`src/rtl/serial_tx.sv`:
```
// Parallel-in, serial-out frame transmitter: one start bit (0), DATA_W payload bits
// LSB first, one stop bit (1); every bit is held for CLKS_PER_BIT clock cycles.
module serial_tx #(
    parameter int DATA_W       = 8,
    parameter int CLKS_PER_BIT = 4
) (
    input  logic              clk,
    input  logic              clrn,
    input  logic [DATA_W-1:0] din,
    input  logic              valid,
    output logic              ready,
    output logic              txd,
    output logic              busy,
    output logic              done
);

    localparam int CW = (CLKS_PER_BIT > 1) ? $clog2(CLKS_PER_BIT) : 1;
    localparam int BW = (DATA_W > 1) ? $clog2(DATA_W) : 1;
    localparam logic [CW-1:0] CNT_LAST = CW'(CLKS_PER_BIT - 1);
    localparam logic [CW-1:0] CNT_PRE  = (CLKS_PER_BIT > 1) ? CW'(CLKS_PER_BIT - 2) : '0;
    localparam logic [BW-1:0] BIT_LAST = BW'(DATA_W - 1);

    typedef enum logic [1:0] {IDLE, START, DATA, STOP} state_t;

    state_t            state_q;
    logic [CW-1:0]     cnt_q;
    logic [BW-1:0]     bit_q;
    logic [DATA_W-1:0] shreg_q;
    logic              ready_q, txd_q, busy_q, done_q;

    always_ff @(posedge clk) begin
        if (!clrn) begin
            state_q <= IDLE;
            cnt_q   <= '0;
            bit_q   <= '0;
            shreg_q <= '0;
            ready_q <= 1'b0;
            txd_q   <= 1'b1;
            busy_q  <= 1'b0;
            done_q  <= 1'b0;
        end else begin
            case (state_q)
                IDLE: begin
                    txd_q  <= 1'b1;
                    busy_q <= 1'b0;
                    done_q <= 1'b0;
                    cnt_q  <= '0;
                    bit_q  <= '0;
                    // ready_q is low on the first edge out of reset, so nothing is taken then
                    if (ready_q && valid) begin
                        shreg_q <= din;
                        state_q <= START;
                        ready_q <= 1'b0;
                        busy_q  <= 1'b1;
                        txd_q   <= 1'b0;
                    end else begin
                        ready_q <= 1'b1;
                    end
                end
                START: begin
                    if (cnt_q == CNT_LAST) begin
                        cnt_q   <= '0;
                        bit_q   <= '0;
                        state_q <= DATA;
                        txd_q   <= shreg_q[0];
                        shreg_q <= shreg_q >> 1;
                    end else begin
                        cnt_q <= cnt_q + CW'(1);
                    end
                end
                DATA: begin
                    if (cnt_q == CNT_LAST) begin
                        cnt_q <= '0;
                        if (bit_q == BIT_LAST) begin
                            state_q <= STOP;
                            txd_q   <= 1'b1;
                            // a one-cycle stop bit is itself the last cycle
                            if (CLKS_PER_BIT == 1) done_q <= 1'b1;
                        end else begin
                            bit_q   <= bit_q + BW'(1);
                            txd_q   <= shreg_q[0];
                            shreg_q <= shreg_q >> 1;
                        end
                    end else begin
                        cnt_q <= cnt_q + CW'(1);
                    end
                end
                STOP: begin
                    if (cnt_q == CNT_LAST) begin
                        cnt_q   <= '0;
                        state_q <= IDLE;
                        busy_q  <= 1'b0;
                        done_q  <= 1'b0;
                        ready_q <= 1'b1;
                        txd_q   <= 1'b1;
                    end else begin
                        cnt_q <= cnt_q + CW'(1);
                        if (cnt_q == CNT_PRE) done_q <= 1'b1;
                    end
                end
                default: begin
                    state_q <= IDLE;
                    cnt_q   <= '0;
                    ready_q <= 1'b0;
                    txd_q   <= 1'b1;
                    busy_q  <= 1'b0;
                    done_q  <= 1'b0;
                end
            endcase
        end
    end

    assign ready = ready_q;
    assign txd   = txd_q;
    assign busy  = busy_q;
    assign done  = done_q;

endmodule

```
`config.mk`:
```
export PLATFORM = sky130hd
export DESIGN_NAME = serial_tx
export DESIGN_NICKNAME = d
export VERILOG_FILES = /design/src/rtl/serial_tx.sv
export SDC_FILE = /design/constraint.sdc
export NUM_CORES = 1
export LEC_CHECK = 0
export BUFFER_PORTS_ARGS = -buffer_cell sky130_fd_sc_hd__buf_2
export CORE_MARGIN = 1.5
export CORE_UTILIZATION = 45
export DETAILED_ROUTE_END_ITERATION = 12
export GPL_TIMING_DRIVEN = 0
export PLACE_DENSITY = 0.63
export SYNTH_ARGS = -nofsm -noshare
export SYNTH_HDL_FRONTEND = slang
export SYNTH_SLANG_ARGS = --single-unit
```
`constraint.sdc`:
```
create_clock -name clk -period 2 [get_ports clk]
set_input_delay 0.3 -clock clk [delete_from_list [all_inputs] [get_ports clk]]
set_output_delay 0.3 -clock clk [all_outputs]
set_load 0.05 [all_outputs]
```
==> impl_metrics.toml <==
[run_status]
status = "completed"

[logic_synthesis]
synth_edf_count = 0
synthCells = 112
synth-main-ff-cell = "dfxtp_1"
synth-warning-count = 0
async_flop_share = 0
synth.yosys.seq_area_share = 0.369
syn_nets = 132
ys_ff_latch = 19
syn_area_um2 = 1030
yosysUniqueCellTypes = 27
syn_area_per_cell_um2 = 9.19

[timing]
max_freq_ghz = 0.614
fin_crit_sh = 0.814
finClkSkew_ps = 1.99
rsz0062_at_grt = "no"
slew_headroom = 0.745
final.min_clock_period_ps = 1630
hold_viol = 0
worst_slew_pin_slew_ps = 382
drv_slew = 0
tns_ps = 0
fin_ws_ps = 372
setup_violations = 0

[setup_path]
timing.reg2reg.setup_slack_ps = 370
startpoint = "state_q[0]"
cp-start-kind = "flop"
worstSetupPathType = "reg2reg"
critPathMaxFanout = 8
r2r_start = "state_q[0]"
cp.arrival_ps = 1860
end_kind = "flop"
required_ps = 2230

[clocking]
insertion_delay_ps = 300
cts-htree-levels = 1
numCtsBuffers = 3
cts_hold_buf = 0
cts_num_sinks = 19
cts_setup_buffers = 0
cts_buffer_depth = 2
clk_pin_slew_ps = 110
post_cts_resized = 0
cts_tree = "done"
root_buffer = "clkbuf_4"

[detailed_routing]
drt_first_pass_iters = 4
vias = 810
ant_nets = 0
drt_iter0_markers = 14
highest_layer = "met4"
wl_met3_um = 73
drt-vias-per-instance = 5.16
remaining_drc_errors = 0
wirelength_met1_um = 852
wl_per_cell_um = 12.0
drt-total-wl_um = 1890
route.met2.wl_um = 923

[floorplan]
core-area_um2 = 2190
dieArea_um2 = 2580
ios = 15
fp.dieH_um = 50.8
die_w_um = 50.8
initial_core_util = 0.470
row_count = 17

[global_route]
overflow = 0
grt_pass1_wl_um = 3250
grt_max_degree = 11
track_usage = 0.169
antenna_found_initial = 0
grt_pass1_vias = 736

[min_path]
min_from = "din[7]"
hold_path.class = "in2reg"

[power]
leakagePower_uw = 0.000518
p_per_area_nw_per_um2 = 1300
ir_worst_vdd_mv = 0.706

[placed_design]
dp_hpwl_um = 1390
place_congestion = 0.802
post-place-ws_ps = 440
dp.cells = 153
io_buffers = 13
dpl-instance-area_um2 = 1130

[job]
cap_violations = 0

[final_layout]
design_area_um2 = 1160
final_util = 0.528
fill_cells = 229
seqCellArea_um2 = 380
final_cells = 157
multiInputGateArea_um2 = 601
areaGrowthSynthToFinish_pct = 12.3
nets = 150
drive_gt1_frac = 0.256
num_antenna_cells = 0
## registers in the layout, summed over array words and instances (netlist names)
signal   count
done         1
state_q      2
bit_q        3
ready        1
shreg_q      8
txd          1
cnt_q        2
busy         1
## layer usage
metal  GRT usage  vias to the layer above
li1            -                      419
met2       0.289                       18
met1       0.201                      369
met4      0.0811                        0
met5           0                        -
met3      0.0351                        4
## final timing paths
check	end	cells past startpoint
max	shreg_q[1]	6
min	shreg_q[7]	3
max reg2reg	shreg_q[1]	6
min reg2reg	cnt_q[0]	1
## cells in the mapped netlist, types with 2 or more instances
cell type  number  area, um^2
nand3b_1        2        15.0
mux2i_1        11         110
nor2_1          7        26.3
buf_2           3        15.0
nor2b_1         2        12.5
nand4_1         2        12.5
a21oi_1         4        20.0
nand3_1         2        10.0
o21ai_1         2        10.0
dfxtp_1        19         380
ha_1            9         113
inv_1           6        22.5
o21ai_0         2        10.0
nand2_1        20        75.1
o21ai_2         2        17.5
mux2_2          7        78.8
o31ai_1         2        15.0
## kinds of logic (layout without fill, tap and decap cells)
group,after synthesis,count (layout),share of synthesized area
AOI/OAI and AO/OA,16,16,0.105
muxes,18,18,0.183
adders and majority gates,9,9,0.109
and+or+nand+nor,39,39,0.186
buffers and inverters,11,28,0.0474
DFF,19,19,0.369
## through the flow
step | power, uW | hold slack [ps]
after floorplan | 1170 | 417
after CTS | 1520 | 248
after detailed placement | 1310 | 445
after global placement | 1290 | 427
after global routing | 1620 | 264
final | 1500 | 252
## cell usage in the layout, fill, tap and decap left out
master / count
clkbuf_4: 3
o21ai_2: 2
ha_1: 9
nand3_4: 1
nand2_1: 20
clkbuf_1: 2
dfxtp_1: 19
and2_1: 1
buf_2: 16
nand4_1: 2
inv_1: 6
mux2i_1: 11
o21ai_0: 2
nand3_1: 2
o31ai_1: 2
a32oi_1: 1
mux2_2: 7
o211ai_1: 1
nor2_1: 7
a21bo_2: 1
nand3b_1: 2
nor2b_1: 2
nand2_2: 1
a21oi_1: 4
nor3_2: 1
buf_4: 1
o21ai_1: 2
o221ai_1: 1
## critical path: stages, from the launching register on
cell     delay (ps)
dfxtp_1         390
inv_1           110
ha_1            280
mux2i_1         280
nand2_2         110
nand3_4         180
mux2i_1         210
## layout make-up
cell class,count,area share
sequential,19,0.329
inverter,6,0.0195
multi-input combinational,82,0.519
buffer,5,0.0227
clock buffer,4,0.0227
timing repair buffer,13,0.0563
tap,28,0.0303
## power by group
| part | internal, uW | switching [uW] | leakage [uW] |
|---|---|---|---|
| clock | 77.7 | 125 | 0.0000150 |
| sequential | 488 | 60.7 | 0.000155 |
| combinational | 319 | 431 | 0.000348 |
| total | 884 | 616 | 0.000518 |
No activity file was read; power rests on OpenSTA's default activity.
